## src/rtl/alu_pkg.sv

```systemverilog
// Shared types for the ALU response-capture path: command encoding, capture FSM states and flag bundle.
package alu_pkg;

  typedef enum logic [2:0] {
    ALU_ADD  = 3'd0,
    ALU_SUB  = 3'd1,
    ALU_XOR  = 3'd2,
    ALU_SLT  = 3'd3,
    ALU_AND  = 3'd4,
    ALU_NAND = 3'd5,
    ALU_NOR  = 3'd6,
    ALU_OR   = 3'd7
  } alu_cmd_e;

  typedef enum logic [1:0] {
    CAP_IDLE   = 2'd0,
    CAP_SETTLE = 2'd1,
    CAP_HOLD   = 2'd2
  } cap_state_e;

  typedef struct packed {
    logic carryout;
    logic zero;
    logic overflow;
  } alu_flags_t;

endpackage

```

## src/rtl/stability_tracker.sv

```systemverilog
// Watches the ALU output vector after a start and reports when it has held still long enough
// or when the settle window has run out.
module stability_tracker
  import alu_pkg::*;
#(
  parameter int WIDTH         = 32,
  parameter int STABLE_CYCLES = 4,
  parameter int TIMEOUT       = 1024,
  parameter int CNT_W         = $clog2(TIMEOUT + 1)
) (
  input  logic             clk,
  input  logic             rst_n,
  input  logic             load,
  input  logic             active,
  input  logic [WIDTH+2:0] vec,
  output logic [WIDTH+2:0] snap_next,
  output logic [CNT_W-1:0] last_change_next,
  output logic             settled,
  output logic             timed_out
);

  localparam int ST_W = $clog2(STABLE_CYCLES + 1);

  logic [WIDTH+2:0] snap_q, snap_d;
  logic [CNT_W-1:0] age_q, age_d;
  logic [CNT_W-1:0] last_change_q, last_change_d;
  logic [ST_W-1:0]  stable_q, stable_d;

  always_comb begin
    snap_d        = snap_q;
    age_d         = age_q;
    last_change_d = last_change_q;
    stable_d      = stable_q;
    if (load) begin
      snap_d        = vec;
      age_d         = '0;
      last_change_d = '0;
      stable_d      = ST_W'(1);
    end else if (active) begin
      age_d = age_q + CNT_W'(1);
      if (vec == snap_q) begin
        stable_d = stable_q + ST_W'(1);
      end else begin
        snap_d        = vec;
        stable_d      = ST_W'(1);
        last_change_d = age_q + CNT_W'(1);
      end
    end
  end

  // Settling wins over timeout when both land on the same edge.
  assign settled          = active && (stable_d == ST_W'(STABLE_CYCLES));
  assign timed_out        = active && !settled && (age_d == CNT_W'(TIMEOUT));
  assign snap_next        = snap_d;
  assign last_change_next = last_change_d;

  always_ff @(posedge clk or negedge rst_n) begin
    if (!rst_n) begin
      snap_q        <= '0;
      age_q         <= '0;
      last_change_q <= '0;
      stable_q      <= '0;
    end else begin
      snap_q        <= snap_d;
      age_q         <= age_d;
      last_change_q <= last_change_d;
      stable_q      <= stable_d;
    end
  end

endmodule

```

## src/rtl/alu_result_capture.sv

```systemverilog
// Captures the settled outputs of a combinational ALU after each start pulse and offers them,
// with the command and settle latency, over a valid/ready handshake.
module alu_result_capture
  import alu_pkg::*;
#(
  parameter int WIDTH         = 32,
  parameter int STABLE_CYCLES = 4,
  parameter int TIMEOUT       = 1024,
  parameter int CNT_W         = $clog2(TIMEOUT + 1)
) (
  input  logic             clk,
  input  logic             rst_n,
  input  logic             start,
  input  logic [2:0]       cmd_in,
  input  logic [WIDTH-1:0] alu_result,
  input  logic             alu_carryout,
  input  logic             alu_zero,
  input  logic             alu_overflow,
  output logic             busy,
  output logic             out_valid,
  input  logic             out_ready,
  output logic [WIDTH-1:0] out_result,
  output logic             out_carryout,
  output logic             out_zero,
  output logic             out_overflow,
  output logic [2:0]       out_cmd,
  output logic [CNT_W-1:0] out_latency,
  output logic             out_timeout
);

  cap_state_e       state_q, state_d;
  alu_cmd_e         cmd_q, cmd_d;
  logic [WIDTH-1:0] out_result_q, out_result_d;
  alu_flags_t       out_flags_q, out_flags_d;
  logic [2:0]       out_cmd_q, out_cmd_d;
  logic [CNT_W-1:0] out_latency_q, out_latency_d;
  logic             out_timeout_q, out_timeout_d;
  logic             busy_q, busy_d;
  logic             out_valid_q, out_valid_d;

  logic [WIDTH+2:0] vec;
  logic [WIDTH+2:0] snap_next;
  logic [CNT_W-1:0] last_change_next;
  logic             settled, timed_out, load, active;

  assign vec    = {alu_result, alu_carryout, alu_zero, alu_overflow};
  assign load   = (state_q == CAP_IDLE) && start;
  assign active = (state_q == CAP_SETTLE);

  stability_tracker #(
    .WIDTH         (WIDTH),
    .STABLE_CYCLES (STABLE_CYCLES),
    .TIMEOUT       (TIMEOUT),
    .CNT_W         (CNT_W)
  ) u_tracker (
    .clk              (clk),
    .rst_n            (rst_n),
    .load             (load),
    .active           (active),
    .vec              (vec),
    .snap_next        (snap_next),
    .last_change_next (last_change_next),
    .settled          (settled),
    .timed_out        (timed_out)
  );

  always_comb begin
    state_d       = state_q;
    cmd_d         = cmd_q;
    out_result_d  = out_result_q;
    out_flags_d   = out_flags_q;
    out_cmd_d     = out_cmd_q;
    out_latency_d = out_latency_q;
    out_timeout_d = out_timeout_q;
    case (state_q)
      CAP_IDLE: begin
        if (start) begin
          state_d = CAP_SETTLE;
          cmd_d   = alu_cmd_e'(cmd_in);
        end
      end
      CAP_SETTLE: begin
        if (settled) begin
          state_d       = CAP_HOLD;
          out_result_d  = snap_next[WIDTH+2:3];
          out_flags_d   = alu_flags_t'(snap_next[2:0]);
          out_cmd_d     = cmd_q;
          out_latency_d = last_change_next;
          out_timeout_d = 1'b0;
        end else if (timed_out) begin
          state_d       = CAP_HOLD;
          out_result_d  = vec[WIDTH+2:3];
          out_flags_d   = alu_flags_t'(vec[2:0]);
          out_cmd_d     = cmd_q;
          out_latency_d = CNT_W'(TIMEOUT);
          out_timeout_d = 1'b1;
        end
      end
      CAP_HOLD: begin
        if (out_ready) state_d = CAP_IDLE;
      end
      default: state_d = CAP_IDLE;
    endcase
  end

  // Status outputs are decoded from the next state so they line up with state_q.
  assign busy_d      = (state_d != CAP_IDLE);
  assign out_valid_d = (state_d == CAP_HOLD);

  always_ff @(posedge clk or negedge rst_n) begin
    if (!rst_n) begin
      state_q       <= CAP_IDLE;
      cmd_q         <= ALU_ADD;
      out_result_q  <= '0;
      out_flags_q   <= '0;
      out_cmd_q     <= '0;
      out_latency_q <= '0;
      out_timeout_q <= 1'b0;
      busy_q        <= 1'b0;
      out_valid_q   <= 1'b0;
    end else begin
      state_q       <= state_d;
      cmd_q         <= cmd_d;
      out_result_q  <= out_result_d;
      out_flags_q   <= out_flags_d;
      out_cmd_q     <= out_cmd_d;
      out_latency_q <= out_latency_d;
      out_timeout_q <= out_timeout_d;
      busy_q        <= busy_d;
      out_valid_q   <= out_valid_d;
    end
  end

  assign busy         = busy_q;
  assign out_valid    = out_valid_q;
  assign out_result   = out_result_q;
  assign out_carryout = out_flags_q.carryout;
  assign out_zero     = out_flags_q.zero;
  assign out_overflow = out_flags_q.overflow;
  assign out_cmd      = out_cmd_q;
  assign out_latency  = out_latency_q;
  assign out_timeout  = out_timeout_q;

endmodule

```

## config.mk

```make
export PLATFORM = sky130hd
export DESIGN_NAME = alu_result_capture
export DESIGN_NICKNAME = d
export VERILOG_FILES = /design/src/rtl/alu_pkg.sv /design/src/rtl/stability_tracker.sv /design/src/rtl/alu_result_capture.sv
export SDC_FILE = /design/constraint.sdc
export NUM_CORES = 1
export LEC_CHECK = 0
export ABC_AREA = 1
export CAP_MARGIN = 10
export CORE_UTILIZATION = 30
export DETAILED_ROUTE_END_ITERATION = 16
export GPL_TIMING_DRIVEN = 1
export PLACE_DENSITY_LB_ADDON = 0.25
export SLEW_MARGIN = 20
export SYNTH_ARGS = -nofsm -noshare
export SYNTH_HDL_FRONTEND = slang
export SYNTH_HIERARCHICAL = 1
export SYNTH_SLANG_ARGS = --single-unit
```

## constraint.sdc

```tcl
create_clock -name clk -period 5.4 [get_ports clk]
set_input_delay 0.81 -clock clk [delete_from_list [all_inputs] [get_ports clk]]
set_output_delay 0.81 -clock clk [all_outputs]
set_load 0.1 [all_outputs]
```

# After elaboration in Yosys (flattened, before gate mapping)
# Index checks and enable logic that the tools add are counted.
# word_totals
regBits,117
in_bits,42
output_inout_bits,52
wordCells,59
# classes
addsub,2
n_eq_ne,6
muxes,26
reduce_logical,10
# op_table
operator,n
35-bit two-way mux,3
11-bit two-way mux,7
32-bit two-way mux,2
35-bit == test,1
3-bit two-way mux,7
"11-bit by 1-bit adder with 11-bit output, second input constant",1
"11-bit == test, second input constant",1
2-bit two-way mux,4
2-bit case mux with 3 select lines,1
"2-bit == test, second input constant",2
1-bit logical AND,4
2-bit AND reduction,2
2-bit nonzero test,2
"3-bit by 1-bit adder with 3-bit output, second input constant",1
"3-bit == test, second input constant",1
"2-bit by 1-bit == test with 1-bit output, second input constant",1
2-bit logical NOT,1
1-bit two-way mux,2
1-bit logical NOT,1

# Logic depth before layout (Yosys ltp)
# Gate-level depths: netlist of run 1.
# logic_depth
word_depth,13
ltp_mapped,21
mapped_depth_nobuf,18

# Hierarchy
# The synthesis of run 1 kept the hierarchy.
# modules_own_cells
mod,instances,cells_each,area_per_inst_um2,seq_area_each_um2
stability_tracker,1,442,3309.4,1501.4
alu_result_capture,1,360,2615.0,1426.4

# Worst setup path after synthesis of run 1
# No wires, ideal clock.
# synth_path
path_type,input to register
start,input port start
end,register out_result_q[10] (netlist: out_result[10])
setup_ps,68
arrival_ps,2588
required_ps,5332
path_slack_ps,2745
cell_stages,18
n_path_buf,2
cell_sequence,nand2_1 nor2_1 inv_1 a21oi_1 nand3_1 nor2_1 nand2_1 nor2_1 nand4_1 nor2_1 nand2_1 inv_1 nor2_1 nor2_2 buf_4 buf_6 nand2_1 nand2_1
# synth_via
elab_chain_cells,9
elab_cells_between_ends,13
classes_between,2 x eq/ne; 4 x mux; 7 x reduce/logical
# synth_rtl
item,line,text
from (decl),alu_result_capture.sv:13,"input logic start,"
1-bit logical AND *,alu_result_capture.sv:47,assign load = (state_q == CAP_IDLE) && start;
net load,alu_result_capture.sv:44,"logic settled, timed_out, load, active;"
3-bit two-way mux,stability_tracker.sv:34,if (load) begin
3-bit == test,stability_tracker.sv:52,assign settled = active && (stable_d == ST_W'(STABLE_CYCLES));
1-bit logical AND,stability_tracker.sv:52,
1-bit logical NOT,stability_tracker.sv:53,assign timed_out = active && !settled && (age_d == CNT_W'(TIMEOUT));
1-bit logical AND,stability_tracker.sv:53,
1-bit logical AND *,stability_tracker.sv:53,
net timed_out,alu_result_capture.sv:44,
2-bit nonzero test (no line) *,n/a,
2-bit AND reduction (no line) *,n/a,
to (signal assigned),alu_result_capture.sv:124,out_result_q <= out_result_d;
to (decl),alu_result_capture.sv:33,"logic [WIDTH-1:0] out_result_q, out_result_d;"
# The timed path passes the listed nets; every way through them passes the cells marked *.
# A chain may end at the register's enable or synchronous reset.

# Final worst setup path of run 1
# layout_path
start,register state_q[1]
end,register out_result_q[7] (netlist: out_result[7])
# layout_via
elab_chain_cells,10
elab_cells_between_ends,18
classes_between,3 x eq/ne; 7 x mux; 8 x reduce/logical
# layout_rtl
item,line,text
from (decl),alu_result_capture.sv:31,"cap_state_e state_q, state_d;"
from (signal assigned),alu_result_capture.sv:122,state_q <= state_d;
2-bit by 1-bit == test with 1-bit output or 2-bit logical NOT (tied branches),"alu_result_capture.sv:48, alu_result_capture.sv:47",
3-bit two-way mux or 1-bit logical AND (tied branches),"stability_tracker.sv:39, alu_result_capture.sv:47",
3-bit two-way mux,stability_tracker.sv:34,
3-bit == test,stability_tracker.sv:52,
1-bit logical AND *,stability_tracker.sv:52,
net settled,alu_result_capture.sv:44,
1-bit logical NOT,stability_tracker.sv:53,
1-bit logical AND (2 in series),stability_tracker.sv:53,
2-bit nonzero test (no line),n/a,
2-bit AND reduction (no line),n/a,
# Marks and branches as above.

==> results of run 1 <==
-- sequential cells by signal, summed over array words and instances (netlist names) --
name	count
busy	1
cmd_q	3
out_carryout	1
out_cmd	3
out_latency	11
out_overflow	1
out_result	32
out_timeout	1
out_valid	1
out_zero	1
state_q	2
u_tracker/age_q	11
u_tracker/last_change_q	11
u_tracker/snap_q	35
u_tracker/stable_q	3
-- layout make-up --
class,instances,area (µm²),area share
clock buffers,20,447,0.0584
inverters,61,229,0.0299
well taps,265,332,0.0433
multi-input cells,591,2580,0.338
repair buffers,99,977,0.128
flip-flops and latches,117,2930,0.382
clock inverters,11,158,0.0206
-- stage by stage --
stage | total power [mW] | util
after floorplan | 2.56 | -
after global placement | 2.98 | 0.363
after detailed placement | 2.98 | 0.363
after CTS | 4.18 | 0.394
after global routing | 4.36 | 0.395
final | 4.14 | 0.395
-- path summary, 6_finish.rpt --
check                      slack (ps)  cells past startpoint                    to      startpoint
max                              1690                     12         out_result[7]      state_q[1]
min                               440                      1         out_result[2]           rst_n
max reg2reg                      1690                     12         out_result[7]      state_q[1]
min reg2reg                       470                      2        out_latency[2]  out_latency[2]
max in group asynchronous        3980                      2  u_tracker/snap_q[11]           rst_n
min in group clk                  470                      2        out_latency[2]  out_latency[2]
-- cell usage after synthesis --
cell / instances / area share
nor2_1: 47 / 0.030
a22o_1: 1 / 0.0015
nor2_4: 1 / 0.0019
nand2_2: 1 / 0.0011
buf_6: 5 / 0.0095
nand2_4: 2 / 0.0038
buf_1: 1 / 0.00063
nand4_1: 7 / 0.0074
dfrtp_1: 117 / 0.49
o21ai_1: 2 / 0.0017
o21bai_1: 2 / 0.0025
nand2_1: 418 / 0.26
o21ai_2: 10 / 0.015
buf_4: 5 / 0.0063
o21ai_0: 7 / 0.0059
a21oi_1: 8 / 0.0068
inv_1: 48 / 0.030
buf_2: 16 / 0.014
clkbuf_1: 6 / 0.0038
xor2_1: 5 / 0.0074
xnor2_1: 21 / 0.031
nor2_2: 2 / 0.0021
o22ai_1: 1 / 0.0011
inv_2: 13 / 0.0082
nor3_1: 1 / 0.00084
nand3_1: 53 / 0.045
ha_1: 2 / 0.0042
-- report_power, final --
part	switching (mW)	internal (mW)	total, mW	leakage (nW)
clock network	0.403	0.775	1.18	0.299
registers	0.159	1.11	1.27	1.51
logic	1.28	0.419	1.70	2.18
total	1.84	2.30	4.14	3.99
-- worst register-to-register path: stages (launching register included) --
cell and delay [ps]:
dfrtp_1 410, nor2_2 720, inv_1 360, nand2_1 120, o21ai_0 120, nor2_1 130
nand4_1 190, nor2_4 430, nor2_1 150, nor2_4 490, buf_4 360, nand2_1 90
nand2_1 70
-- per-layer routing --
layer  wire length (µm)  vias to the layer above
li1                   -                     2630
met1               7280                     2352
met2               7100                       89
met3                605                       14
met4                196                        0
met5                  0                        -
-- cell families (layout without fill, tap and decap cells) --
family / Yosys count / in the layout / synth area share
AO/OA/AOI/OAI: 31 / 31 / 0.0342
XOR/XNOR: 26 / 26 / 0.0384
adder cells (fa/ha/maj): 2 / 2 / 0.00422
buffers and inverters: 94 / 191 / 0.0724
flip-flops: 117 / 117 / 0.494
AND/OR/NAND/NOR: 532 / 532 / 0.356
-- cells in the final DEF (no fill, tap or decap), types with 4 or more instances in the layout --
cell / Yosys / layout
nand2_1: 418 / 418
dfrtp_1: 117 / 117
clkdlybuf4s50_1: 0 / 92
nand3_1: 53 / 53
inv_1: 48 / 48
nor2_1: 47 / 46
xnor2_1: 21 / 21
clkbuf_16: 0 / 17
inv_2: 13 / 13
o21ai_2: 10 / 10
a21oi_1: 8 / 8
nand4_1: 7 / 7
o21ai_0: 7 / 7
clkinv_2: 0 / 6
buf_4: 5 / 6
xor2_1: 5 / 5
bufinv_16: 0 / 4
==> flow_metrics.env, run 1 <==
export IMPL_synth_warnings=6
export IMPL_antenna_left=0
export IMPL_cts_setup_buffers=0
export IMPL_fin_crit_sh=0.686
export IMPL_io_buffers=93
export IMPL_post_cts_resized=0
export IMPL_tightest_slew_ps=1040
export IMPL_fill_cells=2020
export IMPL_synth_cells=802
export IMPL_ys_seq_elements=117
export IMPL_grtUsageTotal=0.163
export IMPL_relSlewSlack=0.307
export IMPL_clk_pin_slew_ps=50
export IMPL_vias_per_cell=4.37
export IMPL_use_met1=0.206
export IMPL_wl_per_cell_um=13.0
export IMPL_synth_cell_type_count=27
export IMPL_top_usage_layer="met2"
export IMPL_cap_violations=0
export IMPL_areaGrowthSynthToFinish_pct=29.2
export IMPL_critPathRequiredTime_ps=5760
export IMPL_synth_area_um2=5920
export IMPL_critPathKind="register to register"
export IMPL_grt_pass1_vias=5109
export IMPL_fin_area_um2=7650
export IMPL_dp_cells=1133
export IMPL_path_delay_family="simple AND/OR/NAND/NOR gates"
export IMPL_yosysSeqAreaShare=0.494
export IMPL_gr_total_overflow=0
export IMPL_power_density_nw_per_um2=541
export IMPL_finalNonFillerCells=1164
export IMPL_fmax_ghz=0.270
export IMPL_rows=51
export IMPL_io_pins=94
export IMPL_crit_top_cell="nand2_1"
export IMPL_clockBufferDepth=2
export IMPL_min_path_type="input port to asynchronous set/reset pin"
export IMPL_synth_fp_nets=846
export IMPL_drive_gt1_frac=0.0734
export IMPL_setup_ws_ps=1690
export IMPL_dp_hpwl_um=9710
export IMPL_place_ws_ps=1280
export IMPL_crit_chain="nor2_2 > inv_1 > nand2_1 > o21ai_0 > nor2_1 > nand4_1 > nor2_4 > nor2_1 > nor2_4 > buf_4 > nand2_1 > nand2_1"
export IMPL_outcome="finished clean"
export IMPL_avgSynthCellArea_um2=7.39
export IMPL_cts_hold_buf=0
export IMPL_drt_iter0_markers=269
export IMPL_finalHoldViolCount=0
export IMPL_cpMaxStageDelayCell="nor2_2"
export IMPL_die_h_um=143
export IMPL_dr_pass1_iters=4
export IMPL_grt_max_degree=82
export IMPL_clk_latency_ps=430
export IMPL_fin_worst_skew_ps=16.7
export IMPL_fin_crit_ps=3710
export IMPL_setup_viol=0
export IMPL_tns_ps=0
export IMPL_num_antenna_cells=0
export IMPL_arrival_ps=4070
export IMPL_cts_tree="yes"
export IMPL_htreeDepth=4
export IMPL_vias=5085
export IMPL_slew_violations=0
export IMPL_die_area_um2=20300
export IMPL_startpoint_type="register"
export IMPL_holdWs_ps=437
export IMPL_cts_buffers=17
export IMPL_cts_root_buf="clkbuf_16"
export IMPL_max_stage_delay_ps=720
export IMPL_die_w_um=143
export IMPL_max_vdd_ir_drop_v=0.000257
export IMPL_cp_num_buf_inv=2
export IMPL_grt_pass1_wl_um=25600
export IMPL_place_area_um2=7050
export IMPL_crit_fanout=22
export IMPL_layout_nets=931
export IMPL_cellLeakagePower_nw=3.99
export IMPL_start_util=0.305
export IMPL_crit_path_end_kind="register"
export IMPL_drcViolationCount=0
export IMPL_wl_um=15200
export IMPL_grt_util_met3=0.0380
export IMPL_cts_sinks=117
export IMPL_rsz0062_at_grt="no"
export IMPL_grt_util_met2=0.273
export IMPL_grt_antenna_before_repair=0
export IMPL_core_area_um2=19400
export IMPL_gp_congestion=0.766
(Power assumes the default switching activity.)
==> run 2: changes to the inputs <==
==> constraint.sdc (replaced) <==
create_clock -name clk -period 3.72 [get_ports clk]
set_input_delay 0.558 -clock clk [delete_from_list [all_inputs] [get_ports clk]]
set_output_delay 0.558 -clock clk [all_outputs]
set_load 0.1 [all_outputs]
==> flow_metrics.env, run 2 (synthesized netlist as in run 1, its figures left out) <==
export IMPL_cts_setup_buffers=0
export IMPL_crit_chain="clkdlybuf4s50_1 > nand2_1 > nor2_1 > inv_1 > a21oi_1 > nand3_1 > nor2_1 > nand2_1 > nor2_1 > nand4_1 > nor2_1 > nand2_1 > inv_1 > nor2_1 > nor2_4 > nor2_1 > nand2_1"
export IMPL_vias=5106
export IMPL_drcViolationCount=0
export IMPL_regMostFlops="u_tracker/snap_q"
export IMPL_relSlewSlack=0.339
export IMPL_htreeDepth=4
export IMPL_clk_latency_ps=420
export IMPL_vias_per_cell=4.35
export IMPL_outcome="finished clean"
export IMPL_io_buffers=93
export IMPL_cts_hold_buf=0
export IMPL_top_usage_layer="met2"
export IMPL_start_util=0.305
export IMPL_final_common_cell="nand2_1"
export IMPL_cp_num_buf_inv=3
export IMPL_clockBufferDepth=2
export IMPL_cts_tree="yes"
export IMPL_fin_crit_ps=3190
export IMPL_setup_ws_ps=532
export IMPL_crit_fanout=39
export IMPL_fin_worst_skew_ps=9.79
export IMPL_gp_congestion=0.816
export IMPL_setup_viol=0
export IMPL_crit_start="start"
export IMPL_rsz0062_at_grt="no"
export IMPL_drt_iter0_markers=303
export IMPL_fmax_ghz=0.314
export IMPL_wl_per_cell_um=13.1
export IMPL_io_pins=94
export IMPL_holdWs_ps=263
export IMPL_tns_ps=0
export IMPL_rows=51
export IMPL_dr_pass1_iters=4
export IMPL_wl_um=15400
export IMPL_min_path_type="input port to asynchronous set/reset pin"
export IMPL_cts_sinks=117
export IMPL_crit_top_cell="nor2_1"
export IMPL_max_vdd_ir_drop_v=0.000470
export IMPL_finalHoldViolCount=0
export IMPL_post_cts_resized=0
export IMPL_areaGrowthSynthToFinish_pct=32.0
export IMPL_total_power_mw=6.25
export IMPL_dp_cells=1142
export IMPL_cap_violations=0
export IMPL_largest_reg_flops=35
export IMPL_grt_util_met2=0.268
export IMPL_core_area_um2=19400
export IMPL_die_h_um=143
export IMPL_tightest_slew_ps=989
export IMPL_arrival_ps=3540
export IMPL_finalNonFillerCells=1174
export IMPL_grtUsageTotal=0.165
export IMPL_fin_crit_sh=0.857
export IMPL_critPathRequiredTime_ps=4070
export IMPL_cts_buffers=17
export IMPL_cts_root_buf="clkbuf_16"
export IMPL_antenna_left=0
export IMPL_grt_pass1_vias=5068
export IMPL_power_density_nw_per_um2=799
export IMPL_layout_nets=940
export IMPL_max_stage_delay_ps=760
export IMPL_critPathKind="input port to register"
export IMPL_num_antenna_cells=0
export IMPL_r2r_setup_slack_ps=720
export IMPL_final_core_utilization=0.403
export IMPL_clk_pin_slew_ps=60
export IMPL_grt_antenna_before_repair=0
export IMPL_place_ws_ps=93.1
export IMPL_use_met1=0.215
export IMPL_slew_violations=0
export IMPL_grt_max_degree=66
export IMPL_die_area_um2=20300
export IMPL_startpoint_type="input port"
export IMPL_place_area_um2=7130
export IMPL_gr_total_overflow=0
export IMPL_cpMaxStageDelayCell="nor2_4"
export IMPL_grt_util_met3=0.0370
export IMPL_die_w_um=143
export IMPL_fill_cells=2031
export IMPL_final_cell_mix="nand2_1, dfrtp_1, clkdlybuf4s50_1, nand3_1, inv_1"
export IMPL_drive_gt1_frac=0.0858
export IMPL_r2r_start="state_q[1]"
export IMPL_fin_area_um2=7820
export IMPL_path_delay_family="simple AND/OR/NAND/NOR gates"
export IMPL_grt_pass1_wl_um=25800
export IMPL_dp_hpwl_um=10100
export IMPL_crit_path_end_kind="register"
export IMPL_cellLeakagePower_nw=4.07
==> run 2: worst register-to-register path: stages, from the launching register on <==
cell and delay, ps:
dfrtp_1 400, inv_2 70, nand2_1 40, nor2_1 290
inv_1 150, a21oi_1 140, nand3_1 90, nor2_1 130
nand2_1 80, nor2_1 100, nand4_1 100, nor2_1 100
nand2_1 60, inv_1 70, nor2_1 60, nor2_4 760
nor2_1 190, nand2_1 100
==> run 2: path summary, 6_finish.rpt <==
| path | cells past startpoint | to |
|---|---|---|
| setup / recovery | 17 | busy |
| hold / removal | 1 | out_result[4] |
| setup reg to reg | 17 | busy |
| hold reg to reg | 2 | out_latency[9] |
| max in group asynchronous | 2 | out_latency[10] |
| min in group clk | 2 | out_latency[9] |
==> run 2: area by class of cell <==
cell class                      instances  area [µm²]  area share
Inverter                               61         229      0.0293
Tap cell                              265         332      0.0424
Multi-Input combinational cell        591        2580       0.330
Timing Repair Buffer                  108        1070       0.136
Sequential cell                       117        2930       0.374
Clock inverter                         15         259      0.0331
Clock buffer                           17         425      0.0544
==> run 2: where the power goes <==
part | internal, mW | leakage (nW) | switching (mW) | total, mW
clock | 1.32 | 0.332 | 0.602 | 1.92
sequential | 1.61 | 1.51 | 0.229 | 1.84
combinational | 0.626 | 2.23 | 1.86 | 2.49
total | 3.55 | 4.07 | 2.70 | 6.25
==> run 2: layer usage <==
metal  share of wire  vias up
met4           0.014        0
li1                -     2647
met1            0.49     2349
met5               0        -
met3           0.037       12
met2            0.46       98
